--- src/rtl/cache_pkg.sv ---
// Shared cache types.
//   lsu_ops          : memory operation encoding used on the DRAM port (LW / SW)
//   mem_ctrl_state_t : DRAM request master FSM states
package cache_pkg;

    typedef enum logic {
        LW = 1'b0,
        SW = 1'b1
    } lsu_ops;

    typedef enum logic [2:0] {
        IDLE = 3'd0,
        WB   = 3'd1,
        RD   = 3'd2,
        CAP  = 3'd3,
        RESP = 3'd4,
        ERR  = 3'd5
    } mem_ctrl_state_t;

endpackage

--- src/rtl/dram_req_master.sv ---
// DRAM request master for cache misses.
// Accepts one miss request at a time. If the victim is dirty, it first writes
// the victim line back (SW), then it fetches the fill word (LW). The word is
// captured one cycle after the DRAM accepts the read and is returned with a
// one-cycle resp_valid pulse. If the DRAM withholds mem_ready for TIMEOUT
// consecutive cycles, the request is dropped and err_valid pulses instead.
// Ports:
//   clk, rst                 clock, synchronous active-high reset
//   req_valid/req_ready      miss request handshake (req_ready == idle)
//   req_wb, req_addr         dirty-victim flag, fill address
//   wb_addr, wb_data         victim address and victim line
//   resp_valid, resp_data    fill data, one-cycle pulse; data held afterwards
//   err_valid                timeout abort, one-cycle pulse
//   busy                     FSM not idle
//   mem_req, mem_op,
//   mem_address, mem_wdata   DRAM command, zero whenever no request is issued
//   mem_ready                DRAM accepted the command this cycle
//   dram_data_out            DRAM read data, valid the cycle after an accepted LW
module dram_req_master
    import cache_pkg::*;
#(
    parameter int TAG     = 20,
    parameter int DATA    = 32,
    parameter int TIMEOUT = 16
) (
    input  logic                  clk,
    input  logic                  rst,
    input  logic                  req_valid,
    output logic                  req_ready,
    input  logic                  req_wb,
    input  logic [31:0]           req_addr,
    input  logic [31:0]           wb_addr,
    input  logic [TAG+DATA:0]     wb_data,
    output logic                  resp_valid,
    output logic [DATA-1:0]       resp_data,
    output logic                  err_valid,
    output logic                  busy,
    output logic                  mem_req,
    output lsu_ops                mem_op,
    output logic [31:0]           mem_address,
    output logic [TAG+DATA:0]     mem_wdata,
    input  logic                  mem_ready,
    input  logic [DATA-1:0]       dram_data_out
);

    localparam int CW = $clog2(TIMEOUT + 1);
    localparam logic [CW-1:0] CNT_MAX  = CW'(TIMEOUT);
    localparam logic [CW-1:0] CNT_LAST = CW'(TIMEOUT - 1);

    mem_ctrl_state_t     state_q, state_d;
    logic [CW-1:0]       cnt_q, cnt_d;
    logic [31:0]         req_addr_q, req_addr_d;
    logic [31:0]         wb_addr_q, wb_addr_d;
    logic [TAG+DATA:0]   wb_data_q, wb_data_d;
    logic                req_wb_q, req_wb_d;
    logic [DATA-1:0]     resp_data_q, resp_data_d;

    logic accept;
    logic timeout_hit;

    assign accept = req_valid && (state_q == IDLE);
    // This stalled cycle would bring the counter up to TIMEOUT.
    assign timeout_hit = !mem_ready && (cnt_q == CNT_LAST);

    // ------------------------------------------------------------------
    // State register
    // ------------------------------------------------------------------
    // NOTE: sequential state uses non-blocking assignments so every flop
    // samples the pre-edge values; reset is synchronous, hence inside the
    // clocked branch rather than in the sensitivity list.
    always_ff @(posedge clk) begin
        if (rst) begin
            state_q <= IDLE;
        end else begin
            state_q <= state_d;
        end
    end

    // ------------------------------------------------------------------
    // Next-state logic
    // ------------------------------------------------------------------
    // NOTE: every combinational output gets a default first so no path
    // through the case leaves it unassigned (which would infer a latch).
    always_comb begin
        state_d = state_q;
        unique case (state_q)
            IDLE: if (accept) state_d = req_wb ? WB : RD;
            WB: begin
                if (mem_ready)        state_d = RD;
                else if (timeout_hit) state_d = ERR;
            end
            RD: begin
                if (mem_ready)        state_d = CAP;
                else if (timeout_hit) state_d = ERR;
            end
            CAP:     state_d = RESP;
            RESP:    state_d = IDLE;
            ERR:     state_d = IDLE;
            default: state_d = IDLE;
        endcase
    end

    // ------------------------------------------------------------------
    // Output logic
    // ------------------------------------------------------------------
    always_comb begin
        req_ready   = (state_q == IDLE);
        busy        = (state_q != IDLE);
        resp_valid  = (state_q == RESP);
        err_valid   = (state_q == ERR);
        resp_data   = resp_data_q;
        mem_req     = 1'b0;
        mem_op      = LW;
        mem_address = '0;
        mem_wdata   = '0;
        unique case (state_q)
            WB: begin
                mem_req     = 1'b1;
                mem_op      = SW;
                mem_address = wb_addr_q;
                mem_wdata   = wb_data_q;
            end
            RD: begin
                mem_req     = 1'b1;
                mem_op      = LW;
                mem_address = req_addr_q;
            end
            default: ;
        endcase
    end

    // ------------------------------------------------------------------
    // Timeout counter: cleared on entry to WB/RD and whenever the DRAM
    // accepts; counts stalled WB/RD cycles and saturates at TIMEOUT.
    // ------------------------------------------------------------------
    always_comb begin
        cnt_d = cnt_q;
        if ((state_d == WB || state_d == RD) && (state_d != state_q)) begin
            cnt_d = '0;
        end else if (state_q == WB || state_q == RD) begin
            if (mem_ready) begin
                cnt_d = '0;
            end else if (cnt_q != CNT_MAX) begin
                cnt_d = cnt_q + 1'b1;
            end
        end
    end

    // ------------------------------------------------------------------
    // Request latch and fill-data capture
    // ------------------------------------------------------------------
    always_comb begin
        req_addr_d  = req_addr_q;
        wb_addr_d   = wb_addr_q;
        wb_data_d   = wb_data_q;
        req_wb_d    = req_wb_q;
        resp_data_d = resp_data_q;
        if (accept) begin
            req_addr_d = req_addr;
            wb_addr_d  = wb_addr;
            wb_data_d  = wb_data;
            req_wb_d   = req_wb;
        end
        // Read data arrives the cycle after the LW was accepted, i.e. in CAP.
        if (state_q == CAP) begin
            resp_data_d = dram_data_out;
        end
    end

    always_ff @(posedge clk) begin
        if (rst) begin
            cnt_q       <= '0;
            req_addr_q  <= '0;
            wb_addr_q   <= '0;
            wb_data_q   <= '0;
            req_wb_q    <= 1'b0;
            resp_data_q <= '0;
        end else begin
            cnt_q       <= cnt_d;
            req_addr_q  <= req_addr_d;
            wb_addr_q   <= wb_addr_d;
            wb_data_q   <= wb_data_d;
            req_wb_q    <= req_wb_d;
            resp_data_q <= resp_data_d;
        end
    end

endmodule

--- config.mk ---
export PLATFORM = sky130hd
export DESIGN_NAME = dram_req_master
export DESIGN_NICKNAME = d
export VERILOG_FILES = /design/src/rtl/cache_pkg.sv /design/src/rtl/dram_req_master.sv
export SDC_FILE = /design/constraint.sdc
export NUM_CORES = 1
export LEC_CHECK = 0
export ABC_CLOCK_PERIOD_IN_PS = 1850
export BUFFER_PORTS_ARGS = -buffer_cell sky130_fd_sc_hd__buf_2
export CAP_MARGIN = 40
export CELL_PAD_IN_SITES_DETAIL_PLACEMENT = 1
export CELL_PAD_IN_SITES_GLOBAL_PLACEMENT = 1
export CORE_ASPECT_RATIO = 2
export CORE_MARGIN = 5
export CORE_UTILIZATION = 33
export DETAILED_ROUTE_END_ITERATION = 16
export PLACE_DENSITY = 0.76
export SLEW_MARGIN = 20
export SYNTH_ARGS = -nofsm -noshare
export SYNTH_HDL_FRONTEND = slang
export SYNTH_SLANG_ARGS = --single-unit
--- constraint.sdc ---
create_clock -name clk -period 1.85 [get_ports clk]
set_input_delay 0.185 -clock clk [delete_from_list [all_inputs] [get_ports clk]]
set_output_delay 0.185 -clock clk [all_outputs]
set_load 0.005 [all_outputs]
==> impl_metrics.yaml <==
placed_design:
  post-dp-hpwl_um: 16000
  gp_congestion: 0.814
  place_ws_ns: 0.0513
  dpl.cell_count: 1305
  placed_area_um2: 8030
  portBuffers: 276
yosys:
  avgSynthCellArea_um2: 7.67
  ys.warnings.count: 0
  yosysTopAreaCell: "dfxtp_1"
  synthCells: 818
  synth_top_area_share: 0.501
  syn_area_um2: 6280
  synthesis.nets: 975
  yosys.cell_types.count: 36
  synth_area_leaders: "dfxtp_1 (50%), nand2_1 (18%), a21oi_1 (12%)"
  yosysSeqAreaShare: 0.501
  ys_ff_latch: 157
grt:
  grt_pass1_wl_um: 41800
  antenna_found_initial: 4
  grt_pass1_vias: 8034
  grt_max_degree: 65
  overflow: 0
  track_usage: 0.243
route:
  drtIter0Drc: 214
  vias: 7372
  firstDrtPassIters: 4
  drc: 0
  postRouteAntennaNets: 0
  viasPerCell: 4.96
  drt_wl_total_um: 28900
  wire_per_inst_um: 19.4
power_and_ir_drop:
  total_power_mw: 8.74
  cellLeakagePower_nw: 4.61
  p_per_area_nw_per_um2: 842
  ir_drop_v: 0.000551
sta:
  final_hold_viol_count: 0
  max_freq_ghz: 0.491
  slew_violations: 0
  rsz0062_at_grt: "true"
  slew_headroom: 0.597
  fin_hold_ws_ns: 0.00215
  worst_pin_slew_ns: 0.600
  finalClockSkew_ns: 0.0180
  fin_ws_ns: -0.186
  fin_crit_sh: 1.10
  fin_setup_tns_ns: -9.41
  fin_crit_ns: 2.04
  finalSetupViolCount: 85
cells_and_area:
  final_util: 0.554
  fin_area_um2: 10400
  nNetsFinal: 1371
  fin_cells: 1486
  syn_to_final_growth_pct: 65.4
  drive_above_1_share: 0.313
worst_setup_path:
  path_delay_family: "simple AND/OR/NAND/NOR gates"
  r2r_slack_ns: 0.01
  r2r_end: "wb_addr_q[21]"
  cpPeakStageDelay_ns: 0.35
  worstPathMaxFanout: 6
  crit_buf_inv: 3
  cp.depth: 6
  crit_chain: "or2b_1 -> nor2_4 -> buf_6 -> buf_12 -> a22o_1 -> buf_2"
  crit_type: "flip-flop to output pin"
  cp-start-kind: "flip-flop"
  ff2ff_path_depth: 7
  crit_path_end_kind: "output pin"
  critPathArrivalTime_ns: 1.85
  rr_startpoint: "state_q[0]"
  critPathSlowestCell: "dfxtp_4"
  critPathCapture: "mem_address[24]"
  worst_ep_required_time_ns: 1.66
  worstSetupStartpoint: "state_q[0]"
run_status:
  violations: "negative setup slack"
  outcome: "complete, but fails checks"
floorplanning:
  fp.coreArea_um2: 18700
  io_pins: 277
  num_rows: 71
  initial_core_util: 0.335
  die_w_um: 108
  dieArea_um2: 22000
  dieHeight_um: 205
clocking:
  h-tree-depth: 4
  clock_latency_ns: 0.43
  cts_root_buf: "clkbuf_16"
  clk_path_buf_depth: 2
  tritoncts: "yes"
  clk_pin_slew_ns: 0.07
  numCtsBuffers: 17
  clock_sinks: 157
flow_run:
  maxCapViolCount: 0
hold_path:
  hp-class: "primary input to flip-flop"
flip-flops by register name (all words and copies together) (netlist names):
signal / cells
cnt_q: 5
resp_data: 32
wb_data_q: 53
wb_addr_q: 32
state_q: 3
req_addr_q: 32
worst reg2reg max path: cells and delay by family (launching register included):
kind / cells / cell delay (ns)
AOI/OAI and AO/OA: 1 / 0.21
and+or+nand+nor: 2 / 0.49
buffers and inverters: 4 / 0.71
DFF: 1 / 0.34
how the worst min path moves through the flow:
stage                           startpoint             end  slack [ns]  cells after the start
after floorplan                 wb_data[0]    wb_data_q[0]        0.32                      2
after global placement    dram_data_out[7]    resp_data[7]        0.42                      3
after detailed placement  dram_data_out[1]    resp_data[1]        0.43                      3
after CTS                     req_addr[22]  req_addr_q[22]      0.0004                      3
after global routing           req_addr[5]   req_addr_q[5]       0.009                      3
final                          wb_data[22]   wb_data_q[22]       0.002                      3
layout make-up:
class | count | area (µm²)
fillers | 2263 | 8360
repair buffers | 442 | 3390
flip-flops and latches | 157 | 3160
multi-input cells | 588 | 2940
clock buffers | 21 | 440
well taps | 255 | 319
clock inverters | 10 | 92.6
inverters | 8 | 30.0
diodes | 5 | 12.5
where the power goes:
group | internal, mW | switching (mW)
combinational | 0.827 | 0.875
sequential | 3.61 | 0.128
clock | 1.84 | 1.46
total | 6.28 | 2.47
cells in the final DEF, fill, tap and decap left out, types with 2 or more instances in the layout:
master         count
clkinv_2           3
buf_2            252
nand3_1            2
dfxtp_4            3
a31oi_1            2
clkbuf_16         21
nand2_1          302
dfxtp_1          152
buf_6             27
nand2b_1           2
buf_16             2
dfxtp_2            2
clkinvlp_4         4
o21ai_0            4
buf_4             18
and2_1            32
diode_2            5
dlygate4sd3_1    124
nor2_1            10
and2_4            22
buf_12            13
buf_8              2
mux2i_1            2
inv_1              7
ha_2               2
clkbuf_1           4
a22o_1            32
a21oi_1          152
cell families (layout without fill, tap and decap cells):
logic type	count (synthesis)	in the layout	share of synthesized area
compound gates	196	196	0.178
fa+ha+maj	3	3	0.00598
xor+xnor	1	1	0.00140
buf+inv	73	481	0.0474
simple gates	386	386	0.263
mux	2	2	0.00319
flops	157	157	0.501
other cells	0	5	0
synth_stat cells:
library cell / n
nand2b_1: 2
or2_1: 1
dfxtp_1: 157
inv_2: 1
mux2i_1: 2
or3_1: 1
o21ai_0: 5
or4_4: 1
inv_1: 7
xnor2_1: 1
nand2_2: 1
buf_1: 10
a211oi_1: 1
nor4bb_1: 2
a22o_1: 32
nand3_1: 2
a31oi_1: 2
buf_2: 13
nand2_1: 302
a21oi_2: 1
or2b_1: 1
nor2_1: 12
nand3b_1: 1
o22ai_1: 1
buf_6: 1
and3b_1: 1
nor4b_2: 1
o22a_1: 1
a21oi_1: 152
clkbuf_1: 41
and2_1: 54
ha_1: 3
and3_1: 2
or4_1: 1
nor3_1: 1
a22oi_1: 1
metal layers:
metal / routed length [µm] / vias up / GRT usage
li1: - / 3465 / -
met1: 9930 / 3544 / 0.232
met2: 16100 / 276 / 0.463
met3: 1440 / 87 / 0.0577
met4: 1370 / 0 / 0.134
met5: 0 / - / 0
timing repair:
item                       4_1_cts  5_1_grt
hold endpoints to repair       124        0
gates cloned                     4        5
setup endpoints to repair       86       99
hold buffers                   124        0
buffers inserted                 8        7
resized for setup               17       53
pin swaps                        8       34
Note: power is estimated with default switching activity, not from simulation.
